--- config.mk ---
export PLATFORM = sky130hd
export DESIGN_NAME = uart_mem_bridge
export DESIGN_NICKNAME = d
export VERILOG_FILES = /design/src/rtl/uart_mem_bridge_pkg.sv /design/src/rtl/uart_mem_bridge_tx.sv /design/src/rtl/uart_mem_bridge.sv
export SDC_FILE = /design/constraint.sdc
export NUM_CORES = 1
export LEC_CHECK = 0
export CORE_AREA = 2 2 144 146
export CTS_BUF_LIST = sky130_fd_sc_hd__clkbuf_16
export CTS_CLUSTER_SIZE = 8
export DETAILED_ROUTE_END_ITERATION = 7
export DIE_AREA = 0 0 146 148
export PLACE_DENSITY = 0.71
export SYNTH_ARGS = -nofsm -noshare
export SYNTH_HDL_FRONTEND = slang
export SYNTH_HIERARCHICAL = 1
export SYNTH_SLANG_ARGS = --single-unit
--- constraint.sdc ---
create_clock -name i_clk -period 6.2 [get_ports i_clk]
set_input_delay 0.93 -clock i_clk [delete_from_list [all_inputs] [get_ports i_clk]]
set_output_delay 0.93 -clock i_clk [all_outputs]
set_load 0.03 [all_outputs]
--- src/rtl/uart_mem_bridge_pkg.sv ---
// Shared definitions for the UART memory bridge: FSM states, reply bytes,
// command byte bit positions and reply framing sizes.
package uart_mem_bridge_pkg;

  typedef enum logic [2:0] {
    ST_IDLE,
    ST_ADDR,
    ST_DATA,
    ST_ISSUE,
    ST_WAIT_RSP,
    ST_SEND
  } state_t;

  localparam logic [7:0] ACK_BYTE = 8'hA5;
  localparam logic [7:0] ERR_BYTE = 8'hEE;

  localparam int CMD_RW_BIT    = 7;
  localparam int CMD_MEM_BIT   = 6;
  localparam int CMD_CTRL_BIT  = 5;
  localparam int CMD_EN_BIT    = 4;
  localparam int CMD_ADDR8_BIT = 0;

  localparam int RSP_BYTES = 6;
  localparam int TX_W      = 8 * RSP_BYTES;

  // Place a single reply byte in the first-out slot of the serializer.
  function automatic logic [TX_W-1:0] single_byte(input logic [7:0] b);
    return {b, {(TX_W-8){1'b0}}};
  endfunction

endpackage

--- src/rtl/uart_mem_bridge_tx.sv ---
// Reply serializer: loads up to six bytes at once and hands them to the UART
// transmitter MSB first, one byte per tx_valid/tx_ready handshake.
module uart_mem_bridge_tx
  import uart_mem_bridge_pkg::*;
(
  input  logic            i_clk,
  input  logic            i_reset,
  input  logic            i_load,
  input  logic [TX_W-1:0] i_data,
  input  logic [2:0]      i_count,
  input  logic            i_tx_ready,
  output logic [7:0]      o_tx_byte,
  output logic            o_tx_valid,
  output logic            o_done
);

  logic [TX_W-1:0] r_shift;
  logic [2:0]      r_left;
  logic            r_valid;
  logic            w_handshake;

  assign w_handshake = r_valid & i_tx_ready;
  assign o_tx_byte   = r_shift[TX_W-1 -: 8];
  assign o_tx_valid  = r_valid;
  assign o_done      = w_handshake & (r_left == 3'd1);

  // Load a whole reply, then shift one byte out per accepted handshake; the
  // presented byte only moves after the transmitter has taken it.
  always_ff @(posedge i_clk or posedge i_reset) begin
    if (i_reset) begin
      r_shift <= '0;
      r_left  <= 3'd0;
      r_valid <= 1'b0;
    end else if (i_load) begin
      r_shift <= i_data;
      r_left  <= i_count;
      r_valid <= (i_count != 3'd0);
    end else if (w_handshake) begin
      r_shift <= {r_shift[TX_W-9:0], 8'h00};
      r_left  <= r_left - 3'd1;
      if (r_left == 3'd1) begin
        r_valid <= 1'b0;
      end
    end
  end

endmodule

--- src/rtl/uart_mem_bridge.sv ---
// UART command decoder for the instruction/data memory debug port.
// Parses command frames into single-cycle memory requests, owns the CPU
// run/halt enable and returns read responses through the reply serializer.
// Optional build macro: UART_MEM_BRIDGE_FRAME_TIMEOUT_EN discards a partial
// frame after FRAME_TIMEOUT idle cycles; without it a partial frame waits.
module uart_mem_bridge
  import uart_mem_bridge_pkg::*;
#(
  parameter int RESP_TIMEOUT  = 16,
  parameter int FRAME_TIMEOUT = 100000
) (
  input  logic        i_clk,
  input  logic        i_reset,
  input  logic        i_rx_valid,
  input  logic [7:0]  i_rx_byte,
  output logic [7:0]  o_tx_byte,
  output logic        o_tx_valid,
  input  logic        i_tx_ready,
  output logic        o_cpu_enable,
  output logic        o_write_mem_req,
  output logic        o_rw_flag,
  output logic        o_target_mem_type,
  output logic [8:0]  o_target_addr,
  output logic [31:0] o_mem_wdata,
  input  logic        i_instr_mem_tx_data_ready,
  input  logic        i_data_mem_tx_data_ready,
  input  logic [41:0] i_instr_rsp,
  input  logic [41:0] i_data_rsp,
  output logic        o_busy
);

  localparam int RSP_CW = $clog2(RESP_TIMEOUT + 1);

  if (RESP_TIMEOUT < 1 || FRAME_TIMEOUT < 1) begin : g_param_check
    $error("uart_mem_bridge: RESP_TIMEOUT and FRAME_TIMEOUT must be at least 1");
  end

  state_t            r_state;
  logic              r_busy;
  logic              r_cpu_enable;
  logic              r_cmd_rw;
  logic              r_cmd_mem;
  logic              r_addr_hi;
  logic [7:0]        r_addr_lo;
  logic [1:0]        r_data_cnt;
  logic [31:0]       r_wdata;
  logic [RSP_CW-1:0] r_rsp_cnt;
  logic              r_write_mem_req;
  logic              r_rw_flag;
  logic              r_target_mem_type;
  logic [8:0]        r_target_addr;
  logic [31:0]       r_mem_wdata;

  logic              w_rsp_ready;
  logic [41:0]       w_rsp;
  logic              w_rsp_ok;
  logic              w_rsp_expired;
  logic              w_frame_done;
  logic              w_frame_expired;
  logic [8:0]        w_issue_addr;
  logic [31:0]       w_wdata_next;
  logic              w_tx_load;
  logic [TX_W-1:0]   w_tx_data;
  logic [2:0]        w_tx_count;
  logic              w_tx_done;

  assign o_cpu_enable      = r_cpu_enable;
  assign o_write_mem_req   = r_write_mem_req;
  assign o_rw_flag         = r_rw_flag;
  assign o_target_mem_type = r_target_mem_type;
  assign o_target_addr     = r_target_addr;
  assign o_mem_wdata       = r_mem_wdata;
  assign o_busy            = r_busy;

  // Only the memory that was addressed may answer; the other strobe is ignored.
  assign w_rsp_ready   = r_target_mem_type ? i_instr_mem_tx_data_ready : i_data_mem_tx_data_ready;
  assign w_rsp         = r_target_mem_type ? i_instr_rsp : i_data_rsp;
  assign w_rsp_ok      = w_rsp[41] && (w_rsp[40:32] == r_target_addr);
  assign w_rsp_expired = (r_rsp_cnt == RSP_CW'(RESP_TIMEOUT - 1));

  // The last byte of a frame is the address byte of a read or the fourth data byte of a write.
  assign w_frame_done = i_rx_valid &&
                        (((r_state == ST_ADDR) && !r_cmd_rw) ||
                         ((r_state == ST_DATA) && (r_data_cnt == 2'd3)));
  assign w_issue_addr = (r_state == ST_ADDR) ? {r_addr_hi, i_rx_byte} : {r_addr_hi, r_addr_lo};
  assign w_wdata_next = {r_wdata[23:0], i_rx_byte};

`ifdef UART_MEM_BRIDGE_FRAME_TIMEOUT_EN
  localparam int FRAME_CW = $clog2(FRAME_TIMEOUT + 1);
  logic [FRAME_CW-1:0] r_frame_cnt;

  // Count idle cycles between bytes of a partially received frame.
  always_ff @(posedge i_clk or posedge i_reset) begin
    if (i_reset) begin
      r_frame_cnt <= '0;
    end else if (((r_state != ST_ADDR) && (r_state != ST_DATA)) || i_rx_valid) begin
      r_frame_cnt <= '0;
    end else begin
      r_frame_cnt <= r_frame_cnt + FRAME_CW'(1);
    end
  end

  assign w_frame_expired = ((r_state == ST_ADDR) || (r_state == ST_DATA)) && !i_rx_valid &&
                           (r_frame_cnt == FRAME_CW'(FRAME_TIMEOUT - 1));
`else
  assign w_frame_expired = 1'b0;
`endif

  // Decide which reply, if any, gets loaded into the serializer this cycle.
  always_comb begin
    w_tx_load  = 1'b0;
    w_tx_data  = '0;
    w_tx_count = 3'd0;
    case (r_state)
      ST_IDLE: begin
        if (i_rx_valid && i_rx_byte[CMD_CTRL_BIT]) begin
          w_tx_load  = 1'b1;
          w_tx_data  = single_byte(ACK_BYTE);
          w_tx_count = 3'd1;
        end
      end
      ST_ISSUE: begin
        if (!r_write_mem_req) begin
          w_tx_load  = 1'b1;
          w_tx_data  = single_byte(ERR_BYTE);
          w_tx_count = 3'd1;
        end else if (r_rw_flag) begin
          w_tx_load  = 1'b1;
          w_tx_data  = single_byte(ACK_BYTE);
          w_tx_count = 3'd1;
        end
      end
      ST_WAIT_RSP: begin
        if (w_rsp_ready) begin
          w_tx_load = 1'b1;
          if (w_rsp_ok) begin
            w_tx_data  = {6'b0, w_rsp};
            w_tx_count = 3'(RSP_BYTES);
          end else begin
            w_tx_data  = single_byte(ERR_BYTE);
            w_tx_count = 3'd1;
          end
        end else if (w_rsp_expired) begin
          w_tx_load  = 1'b1;
          w_tx_data  = single_byte(ERR_BYTE);
          w_tx_count = 3'd1;
        end
      end
      default: begin
      end
    endcase
  end

  // Frame parser, request issue and reply sequencing; a request is only
  // strobed while the CPU is halted, and the request fields hold afterwards.
  always_ff @(posedge i_clk or posedge i_reset) begin
    if (i_reset) begin
      r_state           <= ST_IDLE;
      r_busy            <= 1'b0;
      r_cpu_enable      <= 1'b1;
      r_cmd_rw          <= 1'b0;
      r_cmd_mem         <= 1'b0;
      r_addr_hi         <= 1'b0;
      r_addr_lo         <= 8'h00;
      r_data_cnt        <= 2'd0;
      r_wdata           <= 32'h0;
      r_rsp_cnt         <= '0;
      r_write_mem_req   <= 1'b0;
      r_rw_flag         <= 1'b0;
      r_target_mem_type <= 1'b0;
      r_target_addr     <= 9'h000;
      r_mem_wdata       <= 32'h0;
    end else begin
      case (r_state)
        ST_IDLE: begin
          if (i_rx_valid) begin
            r_busy <= 1'b1;
            if (i_rx_byte[CMD_CTRL_BIT]) begin
              r_cpu_enable <= i_rx_byte[CMD_EN_BIT];
              r_state      <= ST_SEND;
            end else begin
              r_cmd_rw  <= i_rx_byte[CMD_RW_BIT];
              r_cmd_mem <= i_rx_byte[CMD_MEM_BIT];
              r_addr_hi <= i_rx_byte[CMD_ADDR8_BIT];
              r_state   <= ST_ADDR;
            end
          end
        end
        ST_ADDR: begin
          if (i_rx_valid) begin
            r_addr_lo  <= i_rx_byte;
            r_data_cnt <= 2'd0;
            r_state    <= r_cmd_rw ? ST_DATA : ST_ISSUE;
          end else if (w_frame_expired) begin
            r_state <= ST_IDLE;
            r_busy  <= 1'b0;
          end
        end
        ST_DATA: begin
          if (i_rx_valid) begin
            r_wdata    <= w_wdata_next;
            r_data_cnt <= r_data_cnt + 2'd1;
            if (r_data_cnt == 2'd3) begin
              r_state <= ST_ISSUE;
            end
          end else if (w_frame_expired) begin
            r_state <= ST_IDLE;
            r_busy  <= 1'b0;
          end
        end
        ST_ISSUE: begin
          r_write_mem_req <= 1'b0;
          r_rsp_cnt       <= '0;
          r_state         <= (r_write_mem_req && !r_rw_flag) ? ST_WAIT_RSP : ST_SEND;
        end
        ST_WAIT_RSP: begin
          if (w_tx_load) begin
            r_state <= ST_SEND;
          end else begin
            r_rsp_cnt <= r_rsp_cnt + RSP_CW'(1);
          end
        end
        ST_SEND: begin
          if (w_tx_done) begin
            r_state <= ST_IDLE;
            r_busy  <= 1'b0;
          end
        end
        default: begin
          r_state <= ST_IDLE;
          r_busy  <= 1'b0;
        end
      endcase

      if (w_frame_done && !r_cpu_enable) begin
        r_write_mem_req   <= 1'b1;
        r_rw_flag         <= r_cmd_rw;
        r_target_mem_type <= r_cmd_mem;
        r_target_addr     <= w_issue_addr;
        if (r_cmd_rw) begin
          r_mem_wdata <= w_wdata_next;
        end
      end
    end
  end

  uart_mem_bridge_tx u_tx (
    .i_clk      (i_clk),
    .i_reset    (i_reset),
    .i_load     (w_tx_load),
    .i_data     (w_tx_data),
    .i_count    (w_tx_count),
    .i_tx_ready (i_tx_ready),
    .o_tx_byte  (o_tx_byte),
    .o_tx_valid (o_tx_valid),
    .o_done     (w_tx_done)
  );

endmodule
## Word level (Yosys, flattened, before mapping)

Index checks and enable logic that the tools add are counted.

| storage, ports and cells | value |
|---|---|
| ROM bits | 0 |
| memories | 0 |
| bits in latches | 0 |
| bits in registers | 143 |
| word-level logic and storage cells | 120 |
| memory bits (writable) | 0 |

| cells by class | value |
|---|---|
| reduce and logical (&&, ||, !) cells | 29 |
| multiply operators | 0 |
| equality and inequality tests | 16 |
| $add $sub $neg | 3 |
| shift operators | 0 |
| div/mod/pow operators | 0 |
| bitwise logic cells | 4 |
| multiplexer cells | 50 |
| order comparisons | 0 |

Operator list:

| cell | count |
|---|---|
| $mux 48 | 8 |
| $pmux 48 s3 | 1 |
| $mux 42 | 1 |
| $mux 3 | 11 |
| $mux 1 | 19 |
| $pmux 3 s6 | 1 |
| $reduce_and 3->1 | 4 |
| $pmux 5 s2 | 1 |
| $reduce_and 2->1 | 5 |
| $reduce_bool 2->1 | 5 |
| $eq 9x9->1 | 1 |
| $pmux 3 s3 | 1 |
| $mux 8 | 1 |
| $ne 2x2->1 const B | 4 |
| $logic_and 1x1->1 | 7 |
| $eq 3x1->1 const B | 2 |
| $eq 3x2->1 const B | 2 |
| $eq 3x3->1 const B | 2 |
| $ne 2x1->1 const B | 3 |
| $pmux 1 s3 | 2 |
| $reduce_and 6->1 | 1 |
| $add 5x1->5 const B | 1 |
| $eq 5x4->1 const B | 1 |
| $mux 5 | 1 |
| other kinds (12) | 17 |

## Longest topological paths before layout

Gate-level depths: netlist of the first run.

| depth | value |
|---|---|
| word-level depth | 8 |
| depth in mapped cells | 10 |
| depth with buffers taken out | 8 |

## Cells and area by module

Netlist of the first run, hierarchy kept.

Modules (own cells, without submodules):

| module | instances | area an instance (um2) | cells an instance |
|---|---|---|---|
| uart_mem_bridge | 1 | 4680.7 | 386 |
| uart_mem_bridge_tx | 1 | 2456.1 | 240 |

## Worst setup path after synthesis of the first run

OpenSTA, ideal clock, no wires.

| path | value |
|---|---|
| path kind | in2reg |
| from | input i_instr_rsp[38] |
| to | register u_tx.r_valid, in the netlist u_tx/o_tx_valid |
| data arrival time | 2345 ps |
| data required time | 6071 ps |
| stages on the path | 7 |
| slack | 3725 ps |
| path buffers | 0 |
| cells stage by stage | mux2i_1 -> xnor2_1 -> nor4_2 -> nand3_1 -> a21bo_2 -> o31ai_1 -> o21ai_1 |

| on the way | value |
|---|---|
| cells in the longest elaborated chain, start to end | 8 |

Ends and longest elaborated chain:

| element | RTL line | source |
|---|---|---|
| start: declaration | uart_mem_bridge.sv:27 | `input logic [41:0] i_instr_rsp,` |
| $mux 42 | uart_mem_bridge.sv:77 | `assign w_rsp = r_target_mem_type ? i_instr_rsp : i_data_rsp;` |
| $eq 9x9->1 | uart_mem_bridge.sv:78 | `assign w_rsp_ok = w_rsp[41] && (w_rsp[40:32] == r_target_addr);` |
| $logic_and 1x1->1 | uart_mem_bridge.sv:78 |  |
| $mux 3 | uart_mem_bridge.sv:136 | `if (w_rsp_ok) begin` |
| $mux 3 | uart_mem_bridge.sv:134 | `if (w_rsp_ready) begin` |
| $pmux 3 s3 | uart_mem_bridge.sv:114 | `case (r_state)` |
| via w_tx_count[0] | uart_mem_bridge.sv:64 | `logic [2:0] w_tx_count;` |
| $reduce_bool 3->1 | uart_mem_bridge_tx.sv:37 | `r_valid <= (i_count != 3'd0);` |
| $mux 1 | uart_mem_bridge_tx.sv:34 | `end else if (i_load) begin` |
| end signal: assignment | uart_mem_bridge_tx.sv:37 |  |
| end: declaration | uart_mem_bridge_tx.sv:19 | `logic r_valid;` |

The timed path passes the listed nets, and every way through them passes these cells.
A chain may end at the register's enable or synchronous reset.

## Worst setup path after layout of the first run

| path | value |
|---|---|
| from | register r_target_mem_type, in the netlist o_target_mem_type |
| to | register u_tx.r_valid, in the netlist u_tx/o_tx_valid |

| on the way | value |
|---|---|
| cells in the longest elaborated chain, start to end | 8 |

Ends and longest elaborated chain:

| element | RTL line | source |
|---|---|---|
| start: declaration | uart_mem_bridge.sv:50 | `logic r_target_mem_type;` |
| start signal: assignment | uart_mem_bridge.sv:238 | `r_target_mem_type <= r_cmd_mem;` |
| $mux 42 | uart_mem_bridge.sv:77 |  |
| $eq 9x9->1 | uart_mem_bridge.sv:78 |  |
| $logic_and 1x1->1 | uart_mem_bridge.sv:78 |  |
| $mux 3 | uart_mem_bridge.sv:136 |  |
| $mux 3 * | uart_mem_bridge.sv:134 |  |
| $pmux 3 s3 * | uart_mem_bridge.sv:114 |  |
| via w_tx_count[1] | uart_mem_bridge.sv:64 |  |
| $reduce_bool 3->1 * | uart_mem_bridge_tx.sv:37 |  |
| $mux 1 * | uart_mem_bridge_tx.sv:34 |  |

Mark *: on every way through the listed nets, which the timed path passes. The rest lies on a longest branch.

==> reports/qor.txt, run 1 <==
status: complete, no violations
drt first pass iters: 5
crit path capture type: register
fmax: 268 MHz
vias in the first global route: 4934
dominant synthesized flop cell: dfrtp_1
Post-synth EDFFs: 0
Avg Inst Size Synth: 11.4 µm²
post-synth top area share: 49.8%
dominant cell type by area after synthesis: dfrtp_1
commonest non-fill, non-tap cell in the layout: clkdlybuf4s50_1
antenna-violating nets left: 0
startpoint class of the critical path: register
Die Height: 148 µm
gr usage total: 15.5%
critical-path cell with the highest stage delay: nand4_4
post_cts resized: 0
Area growth, synth to finish: 30.8%
DRT Wirelength: 16400 µm
routed length per instance: 15.8 µm
Die X: 146 µm
final slew viol count: 0
Reg clk slew, reported paths: 0.07 ns
Worst Path Buf+Inv: 2
crit path time final: 3.73 ns
DR vias: 5015
drt first-iter violations: 345
critical path type: register to register
largest net degree at the start of global routing: 61
worst slew pin tran: 0.973 ns
Async SR Flop Fraction: 100%
RSZ-0062 raised after global routing: false
top area cells in the synthesized netlist: dfrtp_1 50%, mux2i_1 12%, mux2_2 11%, o21ai_0 4.3%, nand2_1 3.5%
post-synth cell types: 55
initial antenna violation count: 0
Hold Fails Final Rpt: 0
Final HPWL DP: 11700 µm
FF+latch count, synth: 143
Inserted Diodes: 0
hold_buf cts: 0
relative slew slack: 35.0%
crit-path max FO: 41
max incr delay on CP: 0.80 ns
H-tree Lvls: 4
WP data arrival: 4.08 ns
most frequent cells in the layout: 152 x clkdlybuf4s50_1, 141 x dfrtp_1, 86 x mux2i_1
CTS tree: done
grt ovf: 0
clk sinks: 143
setup bufs post-CTS: 0
final cycle utilization of the critical path: 60.2%
Leakage: 0.00423 µW
# IOs: 153
CP cell instances: buf_4 > mux2i_2 > xnor2_1 > nor4_4 > nand4_4 > inv_1 > o31ai_1 > o21ai_1
Min-Delay Path Class: register to register
clk_skew: 0.00986 ns
Final setup viols: 0
Yosys warnings: 6
port buffer count: 152
Final nets: 861
Syn Nets: 729
GP Congestion: 0.801
root buffer cell: clkbuf_16
Synth Cell Area: 7140 µm²
fillers: 1864
delay-heaviest family, CP: simple AND/OR/NAND/NOR gates
CTS Buf Count: 17
Avg Vias per Cell: 4.82
VDD IR max: 0.189 mV
sequential-to-total area share from yosys stat: 50.2%
power density over the cells: 383 nW/µm²
Rows: 52
first-pass GRT wire length: 26300 µm
critical path required time: 6.55 ns
Synth Instances: 626
Longest Clk Path Bufs: 2
maxcap violations: 0
Fin Setup TNS: 0 ns
Post-route DRC: 0
final hold slack: 0.502 ns
initial core utilization: 35.6%
Die ar.: 21600 µm²
share of layout cells above drive strength 1: 21.5%
Clk Latency, worst-skew pair: 0.42 ns
CORE AREA: 20000 µm²
[flip-flops by register name, indices dropped and copies added (netlist names)]
register	count
r_data_cnt	2
o_target_addr	9
r_addr_hi	1
r_state	3
u_tx/r_shift	48
r_addr_lo	8
r_rsp_cnt	5
o_cpu_enable	1
o_busy	1
r_cmd_mem	1
r_cmd_rw	1
u_tx/o_tx_valid	1
o_mem_wdata	32
r_wdata	24
u_tx/r_left	3
o_write_mem_req	1
o_target_mem_type	1
o_rw_flag	1
[stage by stage]
stage / cell area [µm²] / power, µW / cells / worst slack, ns / util (%)
global placement: 8770 / 2610 / 1009 / 2.42 / 43.8
CTS: 9340 / 3630 / 1041 / 2.42 / 46.6
finish: 9340 / 3580 / 1041 / 2.47 / 46.6
floorplan: 7140 / 2250 / 626 / 2.91 / -
global route: 9340 / 3780 / 1041 / 2.25 / 46.6
detailed placement: 8770 / 2640 / 1009 / 2.44 / 43.8
[cells by family after synthesis]
| kind of cell | synth area share [%] |
|---|---|
| AO/OA/AOI/OAI | 7.26 |
| adder cells (fa/ha/maj) | 0.877 |
| flip-flops | 50.2 |
| XOR/XNOR | 1.60 |
| other | 0.0525 |
| multiplexers | 23.8 |
| AND/OR/NAND/NOR | 11.7 |
| buffers and inverters | 4.58 |
[area by class of cell]
type	instances	area (µm²)	share of cell area [%]
Clock buffer	17	425	4.56
Clock inverter	15	139	1.49
Inverter	8	31.3	0.335
Multi-Input combinational cell	428	3240	34.7
Sequential cell	143	3580	38.4
Tap cell	270	338	3.62
Timing Repair Buffer	160	1580	16.9
[synthesized netlist by cell type (2+ instances only)]
| cell type | n |
|---|---|
| buf_2 | 12 |
| o31ai_1 | 2 |
| nor2_1 | 20 |
| nand2b_1 | 6 |
| buf_6 | 9 |
| xor2_1 | 3 |
| nand2_1 | 66 |
| nand3_1 | 5 |
| inv_1 | 8 |
| a21o_1 | 3 |
| a31oi_1 | 2 |
| mux2i_2 | 2 |
| dfrtp_1 | 142 |
| mux2i_1 | 86 |
| o21ai_0 | 62 |
| nor2b_1 | 4 |
| ha_1 | 5 |
| nor2_2 | 38 |
| buf_4 | 10 |
| mux2_2 | 70 |
| nand3b_1 | 2 |
| clkbuf_1 | 15 |
| a21oi_1 | 13 |
| xnor2_1 | 10 |
[final timing paths]
| path | end | from | slack, ns | cells after the start |
|---|---|---|---|---|
| max | u_tx/o_tx_valid$_DFFE_PP0P_ | o_target_mem_type$_DFFE_PP0P_ | 2.47 | 8 |
| min | r_wdata[20]$_DFFE_PP0P_ | r_wdata[20]$_DFFE_PP0P_ | 0.50 | 1 |
| max reg2reg | u_tx/o_tx_valid$_DFFE_PP0P_ | o_target_mem_type$_DFFE_PP0P_ | 2.47 | 8 |
| min reg2reg | r_wdata[20]$_DFFE_PP0P_ | r_wdata[20]$_DFFE_PP0P_ | 0.50 | 1 |
| max in group asynchronous | o_target_mem_type$_DFFE_PP0P_ | i_reset | 4.10 | 3 |
| min in group asynchronous | u_tx/r_left[1]$_DFFE_PP0P_ | i_reset | 1.05 | 3 |
[power by group]
group / leakage, µW / switching (µW) / internal [µW]
clock network: 0.000279 / 441 / 533
registers: 0.00190 / 215 / 1140
logic: 0.00205 / 687 / 568
total: 0.00423 / 1340 / 2240
[layer usage]
layer | GRT usage, % | vias to the layer above | wire length [µm]
met3 | 3.73 | 9 | 779
li1 | - | 2434 | -
met5 | 0 | - | 0
met1 | 21.0 | 2478 | 7550
met4 | 4.66 | 0 | 165
met2 | 24.7 | 94 | 7910
No activity file was read; power rests on OpenSTA's default activity.
==> run 2: changes to the inputs <==
- PLACE_DENSITY: 0.71 -> 0.74
- clock period: 6.2 -> 3.4 ns (I/O delays scaled with it)
==> reports/qor.txt, run 2 (synthesized netlist as in run 1, its figures left out) <==
DRT Wirelength: 16300 µm (-0.74%)
VDD IR max: 0.365 mV (+93%)
power density over the cells: 696 nW/µm² (+81%)
GP Congestion: 0.804 (+0.35%)
first-pass GRT wire length: 26000 µm (-1.2%)
setup bufs post-CTS: 0 (unchanged)
CTS Buf Count: 17 (unchanged)
initial core utilization: 35.6% (unchanged)
share of layout cells above drive strength 1: 22.2% (+0.71 points)
CP cell instances: buf_4 > mux2i_1 > xnor2_1 > nor4_4 > nand3_1 > a21bo_2 > o31ai_1 > o21ai_1
Final nets: 868 (+0.81%)
gr usage total: 15.2% (-0.22 points)
CORE AREA: 20000 µm² (unchanged)
WP data arrival: 3.05 ns (-1.03 ns)
status: complete, no violations
Place WS: 0.597 ns (-1.84 ns)
Longest Clk Path Bufs: 2 (unchanged)
Die Height: 148 µm (unchanged)
PnR Total Power: 6550 µW (+83%)
drt first pass iters: 4 (-1)
Final setup viols: 0 (unchanged)
Leakage: 0.00428 µW (+1.2%)
Cell Int Power: 4100 µW (+83%)
Gate power share: 35.6% (+0.6 points)
Inserted Diodes: 0 (unchanged)
crit-path max FO: 11 (-73%)
hold_buf cts: 0 (unchanged)
fillers: 1873 (+0.48%)
commonest non-fill, non-tap cell in the layout: clkdlybuf4s50_1
part of the power in registers: 37.1% (-0.7 points)
crit path time final: 2.76 ns (-0.974 ns)
H-tree Lvls: 4 (unchanged)
clock power share: 27.3% (about the same)
Fin Setup TNS: 0 ns (unchanged)
CTS tree: done
crit path capture type: register
fmax: 362 MHz (+35%)
worst slew pin tran: 1.01 ns (+0.0320 ns)
Worst Path Buf+Inv: 1 (-1)
critical path type: register to register
total stage count of the critical path: 8 (unchanged)
maxcap violations: 0 (unchanged)
# IOs: 153 (unchanged)
Final Non-Filler Cells: 1048 (+0.67%)
Reg clk slew, reported paths: 0.06 ns (about the same)
Post-route DRC: 0 (unchanged)
Die ar.: 21600 µm² (unchanged)
delay-heaviest family, CP: compound AO/OA/AOI/OAI gates
max incr delay on CP: 0.58 ns (-0.22 ns)
Sw Ratio: 37.3% (-0.14 points)
largest net degree at the start of global routing: 45 (-26%)
final core occ: 47.0% (+0.39 points)
final slew viol count: 0 (unchanged)
Rows: 52 (unchanged)
reg2reg path depth: 8 (unchanged)
relative slew slack: 32.9% (-2.1 points)
Min-Delay Path Class: register to register
routed length per instance: 15.5 µm (-1.4%)
Hold Fails Final Rpt: 0 (unchanged)
final cycle utilization of the critical path: 81.2% (+21 points)
crit path setup slack, layout: 0.641 ns (-1.83 ns)
initial antenna violation count: 1 (+1)
Final HPWL DP: 11700 µm (+0.53%)
vias in the first global route: 4863 (-1.4%)
Avg Vias per Cell: 4.77 (-1.0%)
startpoint class of the critical path: register
switching power: 2450 µW (+82%)
Top reg by flops: u_tx/r_shift
Hold Crit Depth: 1 (unchanged)
Area growth, synth to finish: 31.9%
Clk Latency, worst-skew pair: 0.42 ns (about the same)
root buffer cell: clkbuf_16
Die X: 146 µm (unchanged)
placed insts: 1016 (+0.69%)
port buffer count: 152 (unchanged)
DR vias: 4997 (-0.36%)
clk sinks: 143 (unchanged)
grt ovf: 0 (unchanged)
antenna-violating nets left: 0 (unchanged)
critical path required time: 3.69 ns (-2.86 ns)
post_cts resized: 0 (unchanged)
RSZ-0062 raised after global routing: false
drt first-iter violations: 373 (+8.1%)
clk_skew: 0.00668 ns (-0.00318 ns)
max FFs per register: 48 (unchanged)
most frequent cells in the layout: 152 x clkdlybuf4s50_1, 141 x dfrtp_1, 86 x mux2i_1
critical-path cell with the highest stage delay: dfrtp_2
run 2: cell count changes in the layout (fill, tap and decap cells not counted):
cell        delta
buf_12         +2
clkinvlp_4     -1
clkinv_4       +1
buf_4          +5
run 2: worst register-to-register path: cells and delay by family, from the launching register on:
kind,cells,cell delay [ns]
compound gates,3,0.61
xor+xnor,1,0.17
buf+inv,1,0.28
flops,1,0.58
mux,1,0.46
simple gates,2,0.52
run 2: final timing paths:
| check | slack (ns) | from | to |
|---|---|---|---|
| min | 0.50 | r_addr_lo[2]$_DFFE_PP0P_ | r_addr_lo[2]$_DFFE_PP0P_ |
| min in group asynchronous | 0.55 | i_reset | u_tx/r_shift[5]$_DFFE_PP0P_ |
| max reg2reg | 0.64 | o_target_mem_type$_DFFE_PP0P_ | u_tx/o_tx_valid$_DFFE_PP0P_ |
| min reg2reg | 0.50 | r_addr_lo[2]$_DFFE_PP0P_ | r_addr_lo[2]$_DFFE_PP0P_ |
| max in group asynchronous | 2.11 | i_reset | o_mem_wdata[10]$_DFFE_PP0P_ |
| max | 0.64 | o_target_mem_type$_DFFE_PP0P_ | u_tx/o_tx_valid$_DFFE_PP0P_ |
run 2: power by group through the flow:
stage / Combinational (µW) / Sequential [µW] / Clock (µW)
4_1_cts: 2360 / 2430 / 1810
3_5_place_dp: 2340 / 2460 / 0
5_1_grt: 2540 / 2490 / 1880
2_1_floorplan: 1620 / 2480 / 0
3_3_place_gp: 2310 / 2450 / 0
6_report: 2330 / 2430 / 1790
run 2: layer usage:
metal	track usage [%]	vias up	wire, µm
li1	-	2456	-
met1	20.8	2414	7540
met2	23.9	105	7680
met3	4.04	20	782
met4	4.76	2	263
met5	0	-	12
run 2: layout make-up:
class | count | area [µm²] | area share, %
Clock buffer | 17 | 425 | 4.52
Clock inverter | 15 | 140 | 1.49
Inverter | 8 | 31.3 | 0.332
Multi-Input combinational cell | 428 | 3240 | 34.4
Sequential cell | 143 | 3580 | 38.0
Tap cell | 270 | 338 | 3.59
Timing Repair Buffer | 167 | 1660 | 17.6
run 2: metrics by stage:
step	cell area, µm²	hold slack [ns]
floorplan	7140	0.469
global placement	8850	0.487
detailed placement	8850	0.492
CTS	9410	0.507
global route	9410	0.517
finish	9410	0.503
==> run 3: changes to the inputs <==
- clock period: 3.4 -> 2.28 ns (I/O delays scaled with it)
==> reports/qor.txt, run 3 (synthesized netlist as in run 1, its figures left out) <==
status: complete, no violations
initial antenna violation count: 0 (-1)
VDD IR max: 0.534 mV (+46%)
power density over the cells: 1050 nW/µm² (+51%)
CTS tree: done
initial core utilization: 35.6% (unchanged)
startpoint class of the critical path: register
Final Non-Filler Cells: 1077 (+2.8%)
routed length per instance: 15.6 µm (+0.70%)
crit-path max FO: 7 (-4)
Inserted Diodes: 0 (unchanged)
Min-Delay Path Class: input pin to asynchronous set/reset pin
gr usage total: 16.2% (+0.94 points)
cell mode on critical path: buf_4
drt first-iter violations: 285 (-24%)
final cycle utilization of the critical path: 95.7% (+15 points)
max incr delay on CP: 0.42 ns (-0.16 ns)
CP cell instances: buf_12 > mux2i_4 > xnor2_1 > nor4_2 > buf_4 > nand3_1 > a21bo_2 > buf_4 > nand2_1 > o21ai_1
antenna-violating nets left: 0 (unchanged)
CTS Buf Count: 17 (unchanged)
root buffer cell: clkbuf_16
Reg clk slew, reported paths: 0.06 ns (about the same)
critical path required time: 2.58 ns (-1.11 ns)
Hold Fails Final Rpt: 0 (unchanged)
delay-heaviest family, CP: buffers and inverters
H-tree Lvls: 4 (unchanged)
Post-route DRC: 0 (unchanged)
PnR Total Power: 10300 µW (+57%)
max FFs per register: 48 (unchanged)
Top reg by flops: u_tx/r_shift
most frequent cells in the layout: 151 x clkdlybuf4s50_1, 141 x dfrtp_1, 83 x mux2i_1
WP data arrival: 2.48 ns (-0.57 ns)
Rows: 52 (unchanged)
largest net degree at the start of global routing: 92 (+100%)
Final HPWL DP: 12100 µm (+3.0%)
final slew viol count: 0 (unchanged)
Final nets: 897 (+3.3%)
DR vias: 5120 (+2.5%)
clk_skew: 0.00472 ns (-0.00196 ns)
CORE AREA: 20000 µm² (unchanged)
Clk Latency, worst-skew pair: 0.43 ns (about the same)
Longest Clk Path Bufs: 2 (unchanged)
maxcap violations: 0 (unchanged)
crit path time final: 2.18 ns (-0.578 ns)
Final setup viols: 0 (unchanged)
Area growth, synth to finish: 37.3%
final hold slack: 0.324 ns (-0.179 ns)
vias in the first global route: 5291 (+8.8%)
critical-path cell with the highest stage delay: dfrtp_2
share of layout cells above drive strength 1: 26.0% (+3.8 points)
first-pass GRT wire length: 27800 µm (+6.8%)
Die X: 146 µm (unchanged)
Worst Path Buf+Inv: 3 (+2)
# IOs: 153 (unchanged)
DRT Wirelength: 16800 µm (+3.5%)
Avg Vias per Cell: 4.75 (-0.30%)
grt ovf: 0 (unchanged)
fin area: 9800 µm² (+4.1%)
commonest non-fill, non-tap cell in the layout: clkdlybuf4s50_1
fillers: 1824 (-2.6%)
RSZ-0062 raised after global routing: true
GP Congestion: 0.813 (+1.2%)
Die ar.: 21600 µm² (unchanged)
port buffer count: 152 (unchanged)
final core occ: 48.9% (+1.9 points)
Leakage: 0.00446 µW (+4.2%)
Die Height: 148 µm (unchanged)
critical path type: register to register
crit path capture type: register
drt first pass iters: 4 (unchanged)
clk sinks: 143 (unchanged)
fmax: 458 MHz (+26%)
placed insts: 1045 (+2.9%)
Placed Area: 9130 µm² (+3.2%)
==> run 3: changes by cell type in the layout (fill, tap and decap cells not counted), sizes merged <==
| cell | before | now |
|---|---|---|
| buf | 15 | 45 |
| inv | 18 | 14 |
| clkinvlp | 0 | 3 |
| clkinv | 5 | 4 |
| bufinv | 0 | 2 |
| clkdlybuf4s50 | 152 | 151 |
==> run 3: metrics by stage <==
stage	setup TNS [ns]	worst slack, ns
final	0	0.0986
after detailed placement	-4.53	-0.193
after global placement	-5.44	-0.212
after global routing	-0.0813	-0.0202
after CTS	0	0.0336
after floorplan	0	0.0818
==> run 3: area by class of cell <==
class	count	area, µm²	area share (%)
flip-flops and latches	143	3580	36.6
multi-input cells	428	3310	33.8
repair buffers	196	1950	19.9
clock buffers	17	425	4.34
well taps	270	338	3.45
clock inverters	15	161	1.65
inverters	8	33.8	0.345
==> run 3: worst reg2reg max path: cells and delay by family (launching register included) <==
family                 cells  cell delay (ns)
AO/OA/AOI/OAI              2             0.32
buffers and inverters      3             0.48
XOR/XNOR                   1             0.11
flip-flops                 1             0.42
AND/OR/NAND/NOR            3             0.44
multiplexers               1             0.29
==> run 3: path summary, 6_finish.rpt <==
check                                          endpoint  depth (start not counted)  slack (ns)                          start
setup / recovery           u_tx/r_shift[47]$_DFFE_PP0P_                         10         0.1  o_target_mem_type$_DFFE_PP0P_
max in group asynchronous  u_tx/r_shift[30]$_DFFE_PP0P_                          3        1.41                        i_reset
hold reg to reg              o_mem_wdata[8]$_DFFE_PP0P_                          1        0.50     o_mem_wdata[8]$_DFFE_PP0P_
setup reg to reg           u_tx/r_shift[47]$_DFFE_PP0P_                         10         0.1  o_target_mem_type$_DFFE_PP0P_
min in group i_clk           o_mem_wdata[8]$_DFFE_PP0P_                          1        0.50     o_mem_wdata[8]$_DFFE_PP0P_
hold / removal              u_tx/r_shift[3]$_DFFE_PP0P_                          2        0.32                        i_reset
==> run 3: per-layer routing <==
metal	vias up	GRT usage, %	part of all wire, %
li1	2510	-	-
met1	2478	20.8	44
met2	108	26.8	50
met3	24	3.98	4.8
met4	0	5.63	1.8
met5	-	0	0
==> run 3: repair_timing <==
| item | 4_1_cts | 5_1_grt |
|---|---|---|
| endpoints found under the setup margin | 46 | 46 |
| gates cloned | 0 | 0 |
| hold buffers | 0 | 0 |
| gates resized for setup | 4 | 16 |
| pin swaps | 0 | 2 |
| buffers inserted | 0 | 0 |
==> run 3: power by group <==
group          switching, µW  total [µW]  internal (µW)
logic                   2090        3990           1900
registers                472        3570           3100
clock network           1120        2750           1630
total                   3680       10300           6620
